File: src/rtl/alu_pkg.sv
// Shared definitions for the ALU operand sequencer.
package alu_pkg;

  localparam int WIDTH_DEF = 8;

  typedef enum logic [1:0] {
    LOAD_A = 2'd0,
    LOAD_B = 2'd1,
    EXEC   = 2'd2,
    RESULT = 2'd3
  } state_t;

endpackage

File: src/rtl/alu_op_sequencer.sv
// Sequences two operands and a mode bit into an external ALU, captures the
// combinational ALU result one cycle later and holds it until the sink takes it.
module alu_op_sequencer
  import alu_pkg::*;
#(
  parameter int WIDTH = WIDTH_DEF,
  parameter int CNT_W = 8
) (
  input  logic             clk,
  input  logic             rst_n,
  input  logic [WIDTH-1:0] in_data,
  input  logic             in_valid,
  input  logic             op_m,
  output logic             in_ready,
  output logic [WIDTH-1:0] alu_a,
  output logic [WIDTH-1:0] alu_b,
  output logic             alu_m,
  input  logic [WIDTH-1:0] alu_out,
  output logic [WIDTH-1:0] res_data,
  output logic             res_valid,
  input  logic             res_ready,
  output logic             busy,
  output logic [CNT_W-1:0] op_count
);

  state_t state, state_nxt;
  logic   in_fire, res_fire;

  // State register.
  always_ff @(posedge clk or negedge rst_n) begin
    if (!rst_n) state <= LOAD_A;
    else        state <= state_nxt;
  end

  // Next-state and state-decoded handshake outputs; in_ready depends on state only.
  always_comb begin
    state_nxt = state;
    in_ready  = 1'b0;
    busy      = 1'b1;
    in_fire   = 1'b0;
    res_fire  = 1'b0;
    unique case (state)
      LOAD_A: begin
        in_ready = 1'b1;
        busy     = 1'b0;
        in_fire  = in_valid;
        if (in_valid) state_nxt = LOAD_B;
      end
      LOAD_B: begin
        in_ready = 1'b1;
        in_fire  = in_valid;
        if (in_valid) state_nxt = EXEC;
      end
      EXEC: begin
        state_nxt = RESULT;
      end
      RESULT: begin
        res_fire = res_valid & res_ready;
        if (res_fire) state_nxt = LOAD_A;
      end
      default: state_nxt = LOAD_A;
    endcase
  end

  // Operand/result/counter datapath. Operands are left in place after the
  // result is consumed so the ALU inputs only change on a new capture.
  always_ff @(posedge clk or negedge rst_n) begin
    if (!rst_n) begin
      alu_a     <= '0;
      alu_b     <= '0;
      alu_m     <= 1'b0;
      res_data  <= '0;
      res_valid <= 1'b0;
      op_count  <= '0;
    end else begin
      if (state == LOAD_A && in_fire) alu_a <= in_data;
      if (state == LOAD_B && in_fire) begin
        alu_b <= in_data;
        alu_m <= op_m;
      end
      if (state == EXEC) begin
        res_data  <= alu_out;
        res_valid <= 1'b1;
      end
      if (res_fire) begin
        res_valid <= 1'b0;
        op_count  <= op_count + CNT_W'(1);
      end
    end
  end

endmodule
File: config.mk
export PLATFORM = sky130hd
export DESIGN_NAME = alu_op_sequencer
export DESIGN_NICKNAME = d
export VERILOG_FILES = /design/src/rtl/alu_pkg.sv /design/src/rtl/alu_op_sequencer.sv
export SDC_FILE = /design/constraint.sdc
export NUM_CORES = 1
export LEC_CHECK = 0
export BUFFER_PORTS_ARGS = -buffer_cell sky130_fd_sc_hd__buf_2
export CAP_MARGIN = 15
export CELL_PAD_IN_SITES_DETAIL_PLACEMENT = 2
export CELL_PAD_IN_SITES_GLOBAL_PLACEMENT = 2
export CORE_MARGIN = 3
export CORE_UTILIZATION = 30
export CTS_CLUSTER_SIZE = 25
export DETAILED_ROUTE_END_ITERATION = 10
export PLACE_DENSITY_LB_ADDON = 0.1
export SLEW_MARGIN = 40
export SYNTH_ARGS = -nofsm -noshare
export SYNTH_HDL_FRONTEND = slang
export SYNTH_SLANG_ARGS = --single-unit
File: constraint.sdc
create_clock -name clk -period 4.89 [get_ports clk]
set_clock_uncertainty 0.05 [all_clocks]
set_input_delay 0.978 -clock clk [delete_from_list [all_inputs] [get_ports clk]]
set_output_delay 0.978 -clock clk [all_outputs]
set_load 0.02 [all_outputs]
==> out/metrics.cfg <==
[run_status]
outcome = finished clean

[route]
routed_wl_um = 3620
drtIter0Drc = 31
vias = 1065
drt-pass1-iter-count = 2
drtAntennaViolNets = 0
wl_per_cell_um = 15.6
viasPerCell = 4.59
drcViolationCount = 0

[timing]
period_minus_slack_ns = 2.49
setup_viol = 0
setup_tns_ns = 0
setup_slack_ns = 2.40
period_share_pct = 51.0
report.final.slew_viol_count = 0
fin_hold_ws_ns = 0.419
slew-limit-headroom_pct = 67.9
fmax_mhz = 401
hold_viol = 0
tightest_slew_ns = 0.481
rsz0062_at_grt = false

[clock_network]
cts_setup_buffers = 0
insertion_delay_ns = 0.28
clk_pin_slew_ns = 0.07
cts_resized = 0
cts.sinks = 36
h-tree-depth = 2
cts_tree = done
clockRootBuffer = clkbuf_8
cts_hold_buffers = 0
clockBufferDepth = 2
cts_buffers = 5

[logic_synthesis]
syn_area_um2 = 1490
ys_seq_area_share_pct = 60.6
ys_seq_elements = 36
yosys.cell_types.count = 19
synth_cells = 104
synth_fp_nets = 131
ys_warn_count = 0
syn_area_per_cell_um2 = 14.3

[critical_path]
cp_cell_sequence = inv_1 > ha_1 > or2_4 > buf_2
regToRegSetupSlack_ns = 3.13
critPathKind = reg2out
rr_startpoint = state[0]
worst-path-max-fanout = 4
crit_path_start_kind = register
reg2reg_to = state[1]
path_buf_inv = 2
critPathSlowestCell = dfrtp_1
cp-end-kind = output pin
reg2reg_depth = 5
required_ns = 3.86
arrival_ns = 1.47
path_delay_family = flip-flops
worst_path_largest_cell_delay_ns = 0.39

[global_routing]
grt_pass1_vias = 1168
grt_overflow = 0
antenna_found_initial = 0
grt.total_usage_pct = 13.4
grt_pass1_wl_um = 6200
grt_max_degree = 37

[power_and_ir_drop]
seq_power_share_pct = 35.9
switching_share_pct = 38.6
cellPowerDensity_nw_per_um2 = 725
internal_power_uw = 877
peakVddDrop_mv = 0.286
pwr-share-comb_pct = 44.0
switchingPower_uw = 552
power_frac_clock_pct = 20.1
power.leakage_uw = 0.000986

[floorplanning]
io_pins = 57
core_um2 = 4560
start_util_pct = 32.6
rows = 24
die_area_um2 = 5840
die_height_um = 76.4
die_w_um = 76.4

[layout]
area_delta_synth_final_pct = 32.7
drive_gt1_share_pct = 55.7
fill_cells = 500
fin_util_pct = 43.2
nets = 193
n_antenna_cell = 0

[place]
dp_slack_ns = 2.71
io_buffer_count = 56
place_hpwl_um = 2770
place.gp.congestion = 0.722

[worst_hold_path]
hold_start = op_count[7]
hold_end = op_count[7]
hp-class = reg2reg
hold_depth = 1

[job]
maxCapViolations = 0

==> through the flow <==
step	std cells	total power, uW	area [um^2]
floorplan	104	930	1490
global placement	224	1120	1840
detailed placement	224	1160	1840
CTS	232	1450	1970
global route	232	1530	1970
finish	232	1430	1970
==> kinds of logic (layout without fill, tap and decap cells) <==
logic type	count (synthesis)	count (layout)	synth area share [%]
multiplexers	27	27	20.4
flip-flops	36	36	60.6
AO/OA/AOI/OAI	1	1	0.842
buffers and inverters	5	68	1.35
AND/OR/NAND/NOR	22	22	7.66
XOR/XNOR	7	7	4.12
adder cells (fa/ha/maj)	6	6	5.05
==> worst max-delay path by stage <==
stage          startpoint       end  slack (ns)  cells past startpoint
6_report         state[0]  in_ready        2.40                      4
5_1_grt          state[0]  in_ready        2.33                      4
4_1_cts          state[0]  in_ready        2.39                      4
3_5_place_dp     state[0]  in_ready        2.71                      4
3_3_place_gp     state[0]  in_ready        2.78                      4
2_1_floorplan    state[0]  in_ready        2.94                      3
==> cell type report <==
class / instances / area (um^2) / share of cell area (%)
timing repair buffer: 56 / 283 / 14.3
tap: 65 / 81.3 / 4.12
clock buffer: 7 / 96.3 / 4.89
clock inverter: 1 / 30.0 / 1.52
multi-input combinational: 63 / 566 / 28.7
sequential: 36 / 901 / 45.7
inverter: 4 / 15.0 / 0.761
==> per-layer routing <==
| layer | track usage (%) | part of all wire (%) |
|---|---|---|
| met1 | 15.4 | 41 |
| met2 | 23.3 | 52 |
| met3 | 5.08 | 6.2 |
| met4 | 3.80 | 1.2 |
| met5 | 0 | 0 |
==> Yosys cell counts <==
cell / n / share of area, %
nor4_2: 1 / 0.84
nor2_1: 3 / 0.76
nand2_1: 10 / 2.5
mux2_2: 25 / 19
nand3_1: 1 / 0.34
ha_1: 6 / 5.1
mux2i_1: 1 / 0.67
xnor2_1: 4 / 2.4
nor3_1: 2 / 0.67
or2_4: 1 / 0.59
a22oi_2: 1 / 0.84
inv_1: 4 / 1.0
xor2_1: 3 / 1.8
nand4_1: 2 / 0.84
dfrtp_1: 36 / 61
and3_1: 1 / 0.42
mux2_1: 1 / 0.76
buf_2: 1 / 0.34
nand3_2: 1 / 0.67
==> registers in the layout (all words and copies together), names as in the netlist <==
register and count:
alu_m 1, res_data 8, op_count 8, alu_b 8, alu_a 8, state 2, res_valid 1
==> placed cells by master, fill, tap and decap left out, types with 2 or more instances in the layout <==
cell / count
mux2_2: 25
clkbuf_8: 7
xnor2_1: 4
buf_2: 55
xor2_1: 3
nand4_1: 2
nor3_1: 2
nand2_1: 10
nor2_1: 3
inv_1: 4
ha_1: 6
dfrtp_1: 36
==> worst register-to-register path: cells and delay by family (launching register included) <==
kind / cells / cell delay, ns
AND/OR/NAND/NOR: 1 / 0.27
buffers and inverters: 1 / 0.11
AO/OA/AOI/OAI: 1 / 0.23
flip-flops: 1 / 0.39
adder cells (fa/ha/maj): 1 / 0.26
multiplexers: 1 / 0.34
==> power groups by stage <==
| stage | logic (uW) | clock network (uW) | registers [uW] |
|---|---|---|---|
| final | 629 | 287 | 513 |
| after global routing | 679 | 315 | 535 |
| after CTS | 642 | 295 | 517 |
| after detailed placement | 640 | 0 | 523 |
| after global placement | 616 | 0 | 509 |
| after floorplan | 265 | 0 | 666 |
Power figures use the tool's default switching activity.
